==> config.mk <==
export PLATFORM = sky130hd
export DESIGN_NAME = stopwatch_ctrl
export DESIGN_NICKNAME = d
export VERILOG_FILES = /design/src/rtl/stopwatch_ctrl.sv
export SDC_FILE = /design/constraint.sdc
export NUM_CORES = 1
export LEC_CHECK = 0
export ABC_AREA = 1
export BUFFER_PORTS_ARGS = -buffer_cell sky130_fd_sc_hd__buf_2
export CAP_MARGIN = 25
export CORE_ASPECT_RATIO = 1.25
export CORE_MARGIN = 10
export CORE_UTILIZATION = 35
export DETAILED_ROUTE_END_ITERATION = 12
export PLACE_DENSITY_LB_ADDON = 0.05
export SLEW_MARGIN = 20
export SYNTH_ARGS = -nofsm -noshare
export SYNTH_HDL_FRONTEND = slang
export SYNTH_SLANG_ARGS = --single-unit
==> constraint.sdc <==
create_clock -name clk -period 1.9 [get_ports clk]
set_input_delay 0.285 -clock clk [delete_from_list [all_inputs] [get_ports clk]]
set_output_delay 0.285 -clock clk [all_outputs]
set_load 0.005 [all_outputs]
==> src/rtl/stopwatch_ctrl.sv <==
// Stopwatch controller: rising-edge tick prescaler, BCD MM:SS counter, IDLE/RUN/PAUSE/LAP FSM.
// Latency: one cycle from the edge sampling a tick rise or command to updated disp/state/wrap.
// Backpressure: none; command pulses and ticks are always accepted or dropped by priority/state.
module stopwatch_ctrl #(
    parameter int unsigned TICKS_PER_SEC = 10
) (
    input  logic        clk,
    input  logic        rst,
    input  logic        tick,
    input  logic        start_stop,
    input  logic        lap,
    input  logic        clear,
    output logic [15:0] disp,
    output logic [1:0]  state,
    output logic        running,
    output logic        wrap
);

    localparam logic [1:0] IDLE  = 2'd0;
    localparam logic [1:0] RUN   = 2'd1;
    localparam logic [1:0] PAUSE = 2'd2;
    localparam logic [1:0] LAP   = 2'd3;

    localparam int PW = (TICKS_PER_SEC > 1) ? $clog2(TICKS_PER_SEC) : 1;
    localparam logic [PW-1:0] PRE_MAX = PW'(TICKS_PER_SEC - 1);

    logic          tick_d;
    logic [PW-1:0] pre_q;
    logic [15:0]   time_q;
    logic [15:0]   frozen_q;
    logic [15:0]   time_inc;
    logic [1:0]    state_nx;
    logic          qtick;
    logic          count_en;
    logic          at_max;

    assign qtick    = tick & ~tick_d;
    assign running  = (state == RUN) || (state == LAP);
    assign count_en = qtick & running;
    assign at_max   = (time_q == 16'h5959);
    assign disp     = (state == LAP) ? frozen_q : time_q;

    // One-second BCD increment with all carries resolved combinationally.
    always_comb begin
        time_inc = time_q;
        if (time_q[3:0] != 4'd9) begin
            time_inc[3:0] = time_q[3:0] + 4'd1;
        end else begin
            time_inc[3:0] = 4'd0;
            if (time_q[7:4] != 4'd5) begin
                time_inc[7:4] = time_q[7:4] + 4'd1;
            end else begin
                time_inc[7:4] = 4'd0;
                if (time_q[11:8] != 4'd9) begin
                    time_inc[11:8] = time_q[11:8] + 4'd1;
                end else begin
                    time_inc[11:8] = 4'd0;
                    if (time_q[15:12] != 4'd5)
                        time_inc[15:12] = time_q[15:12] + 4'd1;
                    else
                        time_inc[15:12] = 4'd0;
                end
            end
        end
    end

    // clear beats start_stop beats lap; unlisted state/command pairs hold.
    always_comb begin
        state_nx = state;
        if (clear) begin
            state_nx = IDLE;
        end else if (start_stop) begin
            case (state)
                IDLE:    state_nx = RUN;
                RUN:     state_nx = PAUSE;
                PAUSE:   state_nx = RUN;
                LAP:     state_nx = PAUSE;
                default: state_nx = IDLE;
            endcase
        end else if (lap) begin
            if (state == RUN)
                state_nx = LAP;
            else if (state == LAP)
                state_nx = RUN;
        end
    end

    always_ff @(posedge clk) begin
        if (!rst) begin
            state    <= IDLE;
            tick_d   <= 1'b1;
            pre_q    <= '0;
            time_q   <= '0;
            frozen_q <= '0;
            wrap     <= 1'b0;
        end else begin
            tick_d <= tick;
            state  <= state_nx;
            wrap   <= 1'b0;
            if (clear) begin
                pre_q    <= '0;
                time_q   <= '0;
                frozen_q <= '0;
            end else begin
                // Counting keys off the current state: a tick on RUN->PAUSE counts, on PAUSE->RUN it does not.
                if (count_en) begin
                    if (pre_q == PRE_MAX) begin
                        pre_q  <= '0;
                        time_q <= time_inc;
                        wrap   <= at_max;
                    end else begin
                        pre_q <= pre_q + PW'(1);
                    end
                end
                if (state_nx == LAP && state != LAP)
                    frozen_q <= time_q;
            end
        end
    end

endmodule

==> results.py <==
metrics = {
    "die": {
        "die_x_microns": 90.5,
        "die_y_microns": 108,
        "row_count": 32,
        "initial_utilization": 0.355,
        "coreArea_sq_um": 6130,
        "num_io_pins": 26,
        "die_area_sq_um": 9790,
    },
    "global_route": {
        "globalRoute.totalOverflow": 0,
        "grt_pass1_vias": 2087,
        "track_usage": 0.123,
        "grt_pass1_wl_microns": 9930,
        "antenna_found_initial": 0,
        "grt_max_degree": 18,
    },
    "critical_path": {
        "crit_path_start_kind": "flip-flop",
        "worstSetupStartpoint": "state[0]$_SDFF_PN0_",
        "crit_family": "flip-flops",
        "slowest_stage": "dfxtp_1",
        "timing.rr.start": "state[0]$_SDFF_PN0_",
        "required_ns": 1.62,
        "critical_path_buf_inv_count": 2,
        "crit_fanout": 16,
        "worstPathArrival_ns": 1.53,
        "slowest_delay_ns": 0.41,
        "rrSetupSlack_ns": 0.21,
        "r2r_cells": 9,
        "critPathCaptureType": "output pin",
        "path_depth": 5,
        "path_cells": "ha_2 -> buf_4 -> nand2_1 -> o21ai_0 -> buf_2",
        "worstSetupPathType": "reg2out",
    },
    "detailed_routing": {
        "totalWireLength_microns": 5640,
        "via_count": 2071,
        "drt-met1-wl_microns": 2500,
        "ant_nets": 0,
        "dr.pass1.iters": 4,
        "drt_iter0_drc": 75,
        "drcViolationCount": 0,
        "wire_per_inst_microns": 12.6,
        "wl_met2_microns": 2920,
        "top_layer": "met4",
        "vias_per_cell": 4.62,
        "routed-wl-met3_microns": 138,
    },
    "power": {
        "p_switching_w": 0.000383,
        "power_frac_seq": 0.540,
        "p_per_area_nw_per_um2": 624,
        "clkPwrFrac": 0.376,
        "p_int_w": 0.00119,
        "power_frac_comb": 0.084,
        "peakVddDrop_uv": 268,
        "sw_frac_of_total": 0.243,
        "total_power_w": 0.00157,
        "leakage_nw": 0.967,
    },
    "run_status": {
        "status": "complete, no violations",
    },
    "yosys": {
        "ys_types": 24,
        "netlist_instances": 334,
        "synth_fp_nets": 343,
        "yosys_most_used_dff": "dfxtp_1",
        "synth.area.top_cells": "dfxtp_1 37%, nand2_1 14%, nor2_1 9.5%",
        "yosysWarnings": 0,
        "syn_area_sq_um": 2180,
        "synth.largest_area_cell": "dfxtp_1",
        "seq_area_frac_synth": 0.368,
        "syn_area_per_cell_sq_um": 6.52,
        "synth_most_common_cell": "nand2_1",
        "netlist_top_cells_count": "83 x nand2_1, 55 x nor2_1, 40 x dfxtp_1",
        "synth-seq-cells": 40,
        "synth_edf_count": 0,
        "synthArstFlopShare": 0,
        "synth_top_cell_area_share": 0.368,
    },
    "timing": {
        "maxSlewViolCount": 0,
        "hold_violations": 0,
        "hold_slack_ns": 0.163,
        "clock_skew_ns": 0.00297,
        "worst_pin_slew_ns": 0.476,
        "rsz0062_at_grt": "true",
        "setup_viol": 0,
        "period_share": 0.956,
        "max_freq_mhz": 551,
        "slew_headroom": 0.682,
        "min_period_ns": 1.82,
    },
    "clocking": {
        "clk_pin_slew_ns": 0.08,
        "cts_made_buffers": 5,
        "cts_tree": "yes",
        "clkSinkCount": 40,
        "cts_htree_levels": 2,
        "insertion_delay_ns": 0.29,
        "cts_root_buf": "clkbuf_8",
        "cts_buffer_depth": 2,
    },
    "cells_and_area": {
        "layout.nets": 371,
        "syn_to_final_growth_pct": 15.8,
        "post-route-util": 0.412,
        "fill_cells": 694,
        "diodes": 0,
        "postLayoutCellArea_sq_um": 2520,
        "drive_gt1_frac": 0.163,
    },
    "placement": {
        "place_congestion": 0.779,
        "dpl_cell_area_sq_um": 2400,
        "place_hpwl_microns": 4230,
        "port_buffers": 25,
    },
    "worst_hold_path": {
        "hold_start": "rst",
        "hold_path_depth": 2,
        "hold_path_class": "in2reg",
    },
    "run": {
        "cap_violations": 0,
    },
}
cell usage in the layout (no fill, tap or decap):
cell      count
nor2_1       55
nor2_8        1
buf_2        25
clkbuf_1      2
xor2_1        4
buf_4         5
nor2_4        3
inv_2         3
nand4_1      20
nand2_1      83
nor3_1        2
clkbuf_8      6
buf_12        2
inv_1        35
nand2_2       6
nor2_2        3
ha_2          3
nand3_1      16
dfxtp_1      40
o21ai_0      28
nand3b_1      1
or2_2         1
nand2_4       1
a21oi_1      18
what timing repair did:
action | in CTS | in global routing
resized for setup | 1 | 2
pin swaps | 0 | 1
buffers inserted | 0 | 1
hold endpoints to repair | 0 | 0
endpoints found under the setup margin | 1 | 24
hold buffers | 0 | 0
flip-flops by register name (all words and copies together), names as in the netlist:
name      flops
tick_d        1
frozen_q     16
time_q       16
state         2
pre_q         4
wrap          1
path summary, 6_finish.rpt:
| check | end |
|---|---|
| worst min-delay path | tick_d$_SDFF_PN1_ |
| worst min register to register | pre_q[2]$_SDFFE_PP0N_ |
| worst max register to register | wrap$_SDFF_PP0_ |
| worst max-delay path | disp[7] |
layer usage:
metal / up-vias / global-route usage
li1: 1119 / -
met1: 920 / 0.138
met2: 26 / 0.224
met3: 6 / 0.0305
met4: 0 / 0.0410
met5: - / 0
kinds of logic after synthesis:
| group | count (synthesis) | synth area share |
|---|---|---|
| adder cells (fa/ha/maj) | 3 | 0.0172 |
| flip-flops | 40 | 0.368 |
| buffers and inverters | 49 | 0.0943 |
| AO/OA/AOI/OAI | 46 | 0.106 |
| XOR/XNOR | 4 | 0.0161 |
| AND/OR/NAND/NOR | 192 | 0.399 |
power groups by stage:
stage	sequential (W)	clock, W	combinational, W
global placement	0.000870	0	0.000128
global route	0.000851	0.000651	0.000152
finish	0.000850	0.000592	0.000132
detailed placement	0.000870	0	0.000127
CTS	0.000850	0.000615	0.000127
floorplan	0.000869	0	0.0000913
cell type report:
class,instances,area (sq um),area share
sequential,40,801,0.318
clock buffer,8,90.1,0.0357
timing repair buffer,32,203,0.0804
inverter,38,143,0.0566
tap,85,106,0.0422
multi-input combinational,245,1180,0.467
per-stage QoR:
stage | setup slack, ns | instances | TNS (ns)
after floorplan | 0.372 | 334 | 0
after global placement | 0.154 | 439 | 0
after detailed placement | 0.159 | 439 | 0
after CTS | 0.000526 | 447 | 0
after global routing | -0.0269 | 448 | -0.0678
final | 0.0841 | 448 | 0
Power figures use the tool's default switching activity.
